<file path="src/rtl/sipmroc_event_serializer.sv">
// SiPMROC event builder: gathers masked channel measurements into events, queues closed
// frames in a small FIFO and streams them MSB first on a single serial line.

module sipmroc_ch_capture #(
  parameter int ADC_WIDTH = 10
) (
  input  logic                 clk_200m,
  input  logic                 rst,
  input  logic                 cap,
  input  logic                 clr,
  input  logic [ADC_WIDTH-1:0] din,
  output logic                 hit,
  output logic [ADC_WIDTH-1:0] dout
);
  // cap is only raised for an unhit channel, so the first value wins
  always_ff @(posedge clk_200m or posedge rst) begin
    if (rst) begin
      hit  <= 1'b0;
      dout <= '0;
    end else if (clr) begin
      hit  <= 1'b0;
      dout <= '0;
    end else if (cap) begin
      hit  <= 1'b1;
      dout <= din;
    end
  end
endmodule

module sipmroc_event_serializer #(
  parameter int         ADC_WIDTH   = 10,
  parameter int         CH_NUM      = 17,
  parameter int         EVT_CNT_W   = 8,
  parameter int         TIMEOUT_CYC = 1024,
  parameter int         FIFO_DEPTH  = 4,
  parameter logic [7:0] HEADER      = 8'hAA,
  parameter logic [7:0] TRAILER     = 8'h55
) (
  input  logic                          clk_200m,
  input  logic                          rst,
  input  logic [CH_NUM*ADC_WIDTH-1:0]   ch_data,
  input  logic [CH_NUM-1:0]             ch_data_val,
  input  logic [CH_NUM-1:0]             ch_mask,
  output logic                          meas_rst,
  output logic                          serial_data_en,
  output logic                          serial_data,
  output logic                          fifo_overflow,
  output logic                          busy
);
  localparam int FRAME_W = 16 + EVT_CNT_W + CH_NUM + CH_NUM*ADC_WIDTH;
  localparam int TCNT_W  = (TIMEOUT_CYC > 1) ? $clog2(TIMEOUT_CYC) : 1;
  localparam int AW      = $clog2(FIFO_DEPTH);
  localparam int BIT_W   = $clog2(FRAME_W);
  localparam logic [TCNT_W-1:0] TMO_LAST = TCNT_W'((TIMEOUT_CYC > 0) ? TIMEOUT_CYC - 1 : 0);

  typedef struct packed {
    logic [7:0]                       header;
    logic [EVT_CNT_W-1:0]             cnt;
    logic [CH_NUM-1:0]                hit;
    logic [CH_NUM-1:0][ADC_WIDTH-1:0] data;
    logic [7:0]                       trailer;
  } frame_t;

  typedef enum logic [1:0] {C_IDLE, C_COLLECT, C_CLOSE} cst_t;
  typedef enum logic [1:0] {S_IDLE, S_LOAD, S_SHIFT}    sst_t;

  cst_t cstate, cnext;
  sst_t sstate, snext;

  logic [CH_NUM-1:0][ADC_WIDTH-1:0] ch_din, cap_data;
  logic [CH_NUM-1:0]                evt_mask, hit, sel_mask, new_hits, hit_next;
  logic [EVT_CNT_W-1:0]             evt_cnt;
  logic [TCNT_W-1:0]                tcnt;
  logic                             tmo, closing;

  frame_t               wr_frame, head;
  logic [FRAME_W-1:0]   head_bits, sreg;
  frame_t               mem [FIFO_DEPTH];
  logic [AW:0]          wr_ptr, rd_ptr;
  logic                 fifo_full, fifo_empty, push, pop;
  logic [BIT_W-1:0]     bit_cnt;
  logic                 cool;

  assign ch_din = ch_data;

  // ---------------- per-channel capture ----------------
  assign new_hits = ch_data_val & sel_mask & ~hit;
  assign hit_next = hit | new_hits;

  for (genvar k = 0; k < CH_NUM; k++) begin : g_ch
    sipmroc_ch_capture #(.ADC_WIDTH(ADC_WIDTH)) u_cap (
      .clk_200m (clk_200m),
      .rst      (rst),
      .cap      (new_hits[k]),
      .clr      (closing),
      .din      (ch_din[k]),
      .hit      (hit[k]),
      .dout     (cap_data[k])
    );
  end

  // ---------------- collector FSM ----------------
  assign tmo = (TIMEOUT_CYC != 0) && (tcnt == TMO_LAST);

  always_ff @(posedge clk_200m or posedge rst) begin
    if (rst) cstate <= C_IDLE;
    else     cstate <= cnext;
  end

  // an opening strobe that already covers the whole mask closes without a COLLECT cycle
  always_comb begin
    cnext = cstate;
    case (cstate)
      C_IDLE:    if (|new_hits) cnext = (hit_next == ch_mask) ? C_CLOSE : C_COLLECT;
      C_COLLECT: if ((hit_next == evt_mask) || tmo) cnext = C_CLOSE;
      C_CLOSE:   cnext = C_IDLE;
      default:   cnext = C_IDLE;
    endcase
  end

  always_comb begin
    closing  = 1'b0;
    sel_mask = '0;
    case (cstate)
      C_IDLE:    sel_mask = ch_mask;
      C_COLLECT: sel_mask = evt_mask;
      C_CLOSE:   closing  = 1'b1;
      default:   sel_mask = '0;
    endcase
  end

  always_ff @(posedge clk_200m or posedge rst) begin
    if (rst) begin
      evt_mask <= '0;
      tcnt     <= '0;
      evt_cnt  <= '0;
    end else begin
      if (cstate == C_IDLE) begin
        tcnt <= '0;
        if (|new_hits) evt_mask <= ch_mask;
      end
      if (cstate == C_COLLECT) tcnt <= tcnt + 1'b1;
      if (closing) evt_cnt <= evt_cnt + 1'b1;
    end
  end

  // ---------------- frame FIFO ----------------
  always_comb begin
    wr_frame.header  = HEADER;
    wr_frame.cnt     = evt_cnt;
    wr_frame.hit     = hit;
    wr_frame.data    = cap_data;
    wr_frame.trailer = TRAILER;
  end

  assign fifo_empty = (wr_ptr == rd_ptr);
  assign fifo_full  = (wr_ptr[AW] != rd_ptr[AW]) && (wr_ptr[AW-1:0] == rd_ptr[AW-1:0]);
  // a pop in the same cycle frees the slot, so a full FIFO still accepts the frame
  assign push       = closing & (~fifo_full | pop);
  assign head       = mem[rd_ptr[AW-1:0]];
  assign head_bits  = head;

  always_ff @(posedge clk_200m) begin
    if (push) mem[wr_ptr[AW-1:0]] <= wr_frame;
  end

  always_ff @(posedge clk_200m or posedge rst) begin
    if (rst) begin
      wr_ptr <= '0;
      rd_ptr <= '0;
    end else begin
      if (push) wr_ptr <= wr_ptr + 1'b1;
      if (pop)  rd_ptr <= rd_ptr + 1'b1;
    end
  end

  // ---------------- serializer FSM ----------------
  always_ff @(posedge clk_200m or posedge rst) begin
    if (rst) sstate <= S_IDLE;
    else     sstate <= snext;
  end

  // cool holds S_IDLE for one extra cycle after a frame so frames stay >= 2 cycles apart
  always_comb begin
    snext = sstate;
    case (sstate)
      S_IDLE:  if (!fifo_empty && !cool) snext = S_LOAD;
      S_LOAD:  snext = S_SHIFT;
      S_SHIFT: if (bit_cnt == '0) snext = S_IDLE;
      default: snext = S_IDLE;
    endcase
  end

  // S_LOAD drives the frame MSB straight from the FIFO head while it is popped
  always_comb begin
    pop            = 1'b0;
    serial_data_en = 1'b0;
    serial_data    = 1'b0;
    case (sstate)
      S_LOAD: begin
        pop            = 1'b1;
        serial_data_en = 1'b1;
        serial_data    = head_bits[FRAME_W-1];
      end
      S_SHIFT: begin
        serial_data_en = 1'b1;
        serial_data    = sreg[FRAME_W-1];
      end
      default: ;
    endcase
  end

  always_ff @(posedge clk_200m or posedge rst) begin
    if (rst) begin
      sreg    <= '0;
      bit_cnt <= '0;
      cool    <= 1'b0;
    end else begin
      cool <= (sstate == S_SHIFT) && (bit_cnt == '0);
      if (sstate == S_LOAD) begin
        sreg    <= {head_bits[FRAME_W-2:0], 1'b0};
        bit_cnt <= BIT_W'(FRAME_W - 2);
      end else if (sstate == S_SHIFT) begin
        sreg    <= {sreg[FRAME_W-2:0], 1'b0};
        bit_cnt <= bit_cnt - 1'b1;
      end
    end
  end

  // ---------------- status outputs ----------------
  assign meas_rst      = closing;
  assign fifo_overflow = closing & fifo_full & ~pop;
  assign busy          = (cstate != C_IDLE) | ~fifo_empty | (sstate != S_IDLE);

endmodule
</file>
<file path="config.mk">
export PLATFORM = sky130hd
export DESIGN_NAME = sipmroc_event_serializer
export DESIGN_NICKNAME = d
export VERILOG_FILES = /design/src/rtl/sipmroc_event_serializer.sv
export SDC_FILE = /design/constraint.sdc
export NUM_CORES = 2
export LEC_CHECK = 0
export BUFFER_PORTS_ARGS = -buffer_cell sky130_fd_sc_hd__buf_4
export CORE_MARGIN = 8
export CORE_UTILIZATION = 27
export CTS_BUF_LIST = sky130_fd_sc_hd__clkbuf_8
export DETAILED_ROUTE_END_ITERATION = 16
export SYNTH_ARGS = -nofsm -noshare
export SYNTH_HDL_FRONTEND = slang
export SYNTH_HIERARCHICAL = 1
export SYNTH_SLANG_ARGS = --single-unit
</file>
<file path="constraint.sdc">
create_clock -name clk_200m -period 8.6 [get_ports clk_200m]
set_input_delay 0.43 -clock clk_200m [delete_from_list [all_inputs] [get_ports clk_200m]]
set_output_delay 0.43 -clock clk_200m [all_outputs]
set_load 0.05 [all_outputs]
</file>
==> results by group <==
Power
  – Switch Pwr: 6.034 mW
  – Proportion of power drawn by combinational gates: 26.9%
  – Pleak: 21.18 nW
  – Net Sw Frac: 32.66%
  – Final Total Pwr: 18.47 mW
  – Worst VDD drop: 0.2298 mV
  – Internal: 12.44 mW
  – Reg power frac: 48.4%
  – Clock power share: 24.8%
  – Power per cell area: 316.5 nW/um^2

Synthesis
  – Post-synth EDFFs: 780
  – Synth unique cells: 51
  – Synthesized area per cell: 16.55 um^2
  – Primary FF master, synth: edfxtp_1
  – Sequential fraction of the synthesis area: 71.44%
  – Post-synthesis net count: 3153
  – Seq cells post-synth: 1231
  – Ys async rst share: 36.64%
  – Post-Synthesis Cells: 2935
  – Cell Area, Synth: 48580 um^2
  – Yosys warning total: 6

Worst setup path
  – R2R Path Start: sstate[1]
  – Cell mode on critical path: buf_4
  – Critical path class: reg2reg
  – Crit path launch: sstate[1]
  – Reg2Reg Depth: 7
  – R2R Setup Slk: 4.52 ns
  – Worst-path cell chain: inv_1 > ha_4 > nor3_1 > nor2_1 > and2_4 > buf_4 > buf_4
  – Setup crit end kind: flip-flop
  – RR Endpoint: mem[3][96]
  – Peak per-stage delay on the critical path: 0.73 ns
  – Setup crit start kind: flip-flop
  – CP arrival: 4.56 ns
  – CP Data Required Time: 9.08 ns
  – Crit path capture: mem[3][96]
  – Slowest cell on crit path: and2_4
  – Worst-path maximum fanout: 47

Floorplanning
  – Core ar.: 178600 um^2
  – Std cell rows: 155
  – Num ports: 211
  – Die span in y: 440.2 um
  – Initial Utilization: 27.20%
  – Die width: 440.2 um
  – Die area: 193800 um^2

Global route
  – Antenna violations before repair: 29
  – GRT Total Usage: 11.94%
  – Largest net degree at the start of global routing: 114
  – Grt ovf: 0
  – Vias in the first global route: 27630
  – Global-route wire length before repair: 176.9 mm

Clocking
  – CTS Buffer Depth: 3
  – CTS Buf Count: 183
  – CTS tree: built
  – CTS resizes: 0
  – Worst-path clk slew: 0.06 ns
  – Post-CTS setup buffers: 0
  – Total clock sinks: 1231
  – Worst-Skew Late Latency: 0.87 ns
  – Hold Buf Count CTS: 188
  – Root Buffer: clkbuf_8
  – # H-tree levels: 4

Timing
  – Worst-Margin Slew: 1.142 ns
  – Tcrit/Tclk final: 47.45%
  – Final Hold Fails: 0
  – Fin. max-slew vios: 0
  – Relative slew slack: 23.87%
  – Max Clk Rate: 245.0 MHz
  – Final setup viols: 0
  – Max Clock Skew: 0.04679 ns
  – Final setup TNS: 0 ns
  – Tmin final: 4.081 ns
  – RSZ-0062 raised after global routing: false

Place
  – GPL Wtd Cong: 0.8117
  – I/O Buffers: 210
  – Placed cell area: 52890 um^2
  – Hpwl dp: 72.37 mm

Worst hold path
  – Worst Hold Launch: ch_data_val[8]
  – Hold WC Path Type: in2reg

Status
  – Status: finished clean

Finish
  – Proportion of layout cells with a drive suffix above 1: 20.96%
  – Fin area: 58370 um^2
  – Nets: 3626
  – Area delta synth->final: 20.14%

Detailed routing
  – Final wirelength: 117.7 mm
  – Iteration-0 DRC Markers: 1420
  – DRC Markers: 0
  – Vias per cell: 4.444
  – Post-DRT Antenna Nets: 0
  – Wirelength per Cell: 19.84 um
  – Drt pass-1 iters: 4
  – Via Count: 26360

Flow run
  – Number of max-cap violations: 0
==> worst max-delay path, delay by kind of cell (launching register included) <==
kind                       cells  cell delay (ns)
adders and majority gates      1             0.59
and+or+nand+nor                3             1.29
DFF                            1             0.40
buffers and inverters          3             1.31
==> metal layers <==
| metal | GRT usage, % | wire (um) | vias up | part of all wire (%) |
|---|---|---|---|---|
| met5 | 0 | 64 | - | 0.054 |
| li1 | - | - | 12050 | - |
| met4 | 4.256 | 3444 | 10 | 2.9 |
| met2 | 21.65 | 62270 | 487 | 53 |
| met1 | 14.22 | 48240 | 13590 | 41 |
| met3 | 2.024 | 3648 | 221 | 3.1 |
==> Yosys cell counts, types with 7 or more instances <==
master / number / area, um^2
buf_2: 7 / 35.03
mux2_4: 8 / 120.1
nand3_1: 12 / 60.06
nor3_1: 12 / 60.06
a21oi_1: 210 / 1051
buf_6: 19 / 214.0
o21ai_0: 17 / 85.08
inv_1: 52 / 195.2
edfxtp_1: 780 / 23420
buf_1: 42 / 157.7
mux2_2: 16 / 180.2
nor2_1: 432 / 1622
ha_1: 12 / 150.1
nand2b_1: 35 / 219.0
nor4b_1: 8 / 70.07
nand2_1: 29 / 108.9
o22ai_1: 21 / 131.4
xnor2_1: 13 / 113.9
nor2b_1: 11 / 68.82
dfrtp_1: 451 / 11290
mux2i_1: 382 / 3824
a31oi_1: 8 / 50.05
nand4_1: 7 / 43.79
mux4_2: 195 / 4392
clkbuf_1: 88 / 330.3
xor2_1: 11 / 96.34
==> power groups by stage <==
stage	registers (mW)	clock network, mW	logic (mW)
global route	9.12	4.96	5.51
floorplan	8.53	0	4.04
detailed placement	9.07	0	4.97
CTS	8.96	4.72	5.06
global placement	9.02	0	4.88
finish	8.94	4.57	4.96
==> sequential cells by signal (all words and copies together), names as in the netlist <==
name / count
mem: 780
sreg: 210
g_ch.u_cap/dout: 170
evt_mask: 17
g_ch.u_cap/hit: 17
tcnt: 10
bit_cnt: 8
evt_cnt: 8
rd_ptr: 3
wr_ptr: 3
cstate: 2
sstate: 2
cool: 1
==> cell type report <==
type                       instances  area (um^2)
fill                           17330       120200
sequential                      1231        34720
multi-input combinational       1495        13040
timing repair buffer             445         3861
tap                             2355         2947
clock buffer                     202         2780
clock inverter                   144        795.8
inverter                          52        210.2
antenna                            8        20.02
==> kinds of logic after synthesis <==
group / synth area share (%)
xor+xnor: 0.4327
mux: 17.53
fa+ha+maj: 0.3090
simple gates: 5.156
buf+inv: 1.960
flops: 71.44
compound gates: 3.170
==> through the flow <==
stage | hold slack, ns | worst slack (ns) | utilization (%) | cells
2_1_floorplan | 0.2824 | 0.9014 | - | 2935
3_3_place_gp | 0.4645 | 4.424 | 29.61 | 5390
3_5_place_dp | 0.4845 | 4.476 | 29.61 | 5390
4_1_cts | 0.07864 | 4.440 | 32.67 | 5924
5_1_grt | 0.1699 | 4.199 | 32.67 | 5929
6_report | 0.1910 | 4.519 | 32.68 | 5932
==> worst min-delay path by stage <==
| stage | cells after the start | endpoint | slack, ns |
|---|---|---|---|
| 2_1_floorplan | 1 | g_ch[0].u_cap/dout[0] | 0.28 |
| 3_3_place_gp | 2 | sreg[6] | 0.46 |
| 3_5_place_dp | 2 | sreg[8] | 0.48 |
| 4_1_cts | 6 | cstate[0] | 0.08 |
| 5_1_grt | 5 | g_ch[8].u_cap/hit | 0.17 |
| 6_report | 5 | g_ch[8].u_cap/hit | 0.19 |
==> layout by cell type (no fill, tap or decap), drive strengths merged, types with 5 or more instances in the layout <==
| cell type | count |
|---|---|
| a21oi | 210 |
| a31oi | 8 |
| buf | 257 |
| clkbuf | 202 |
| clkinv | 48 |
| dfrtp | 451 |
| diode | 8 |
| dlygate4sd3 | 188 |
| edfxtp | 780 |
| ha | 12 |
| inv | 142 |
| mux2 | 24 |
| mux2i | 382 |
| mux4 | 195 |
| nand2 | 29 |
| nand2b | 35 |
| nand3 | 13 |
| nand4 | 7 |
| nor2 | 432 |
| nor2b | 11 |
| nor3 | 12 |
| nor3b | 5 |
| nor4 | 7 |
| nor4b | 8 |
| o21ai | 17 |
| o22ai | 21 |
| xnor2 | 13 |
| xor2 | 11 |
Note: power is estimated with default switching activity, not from simulation.
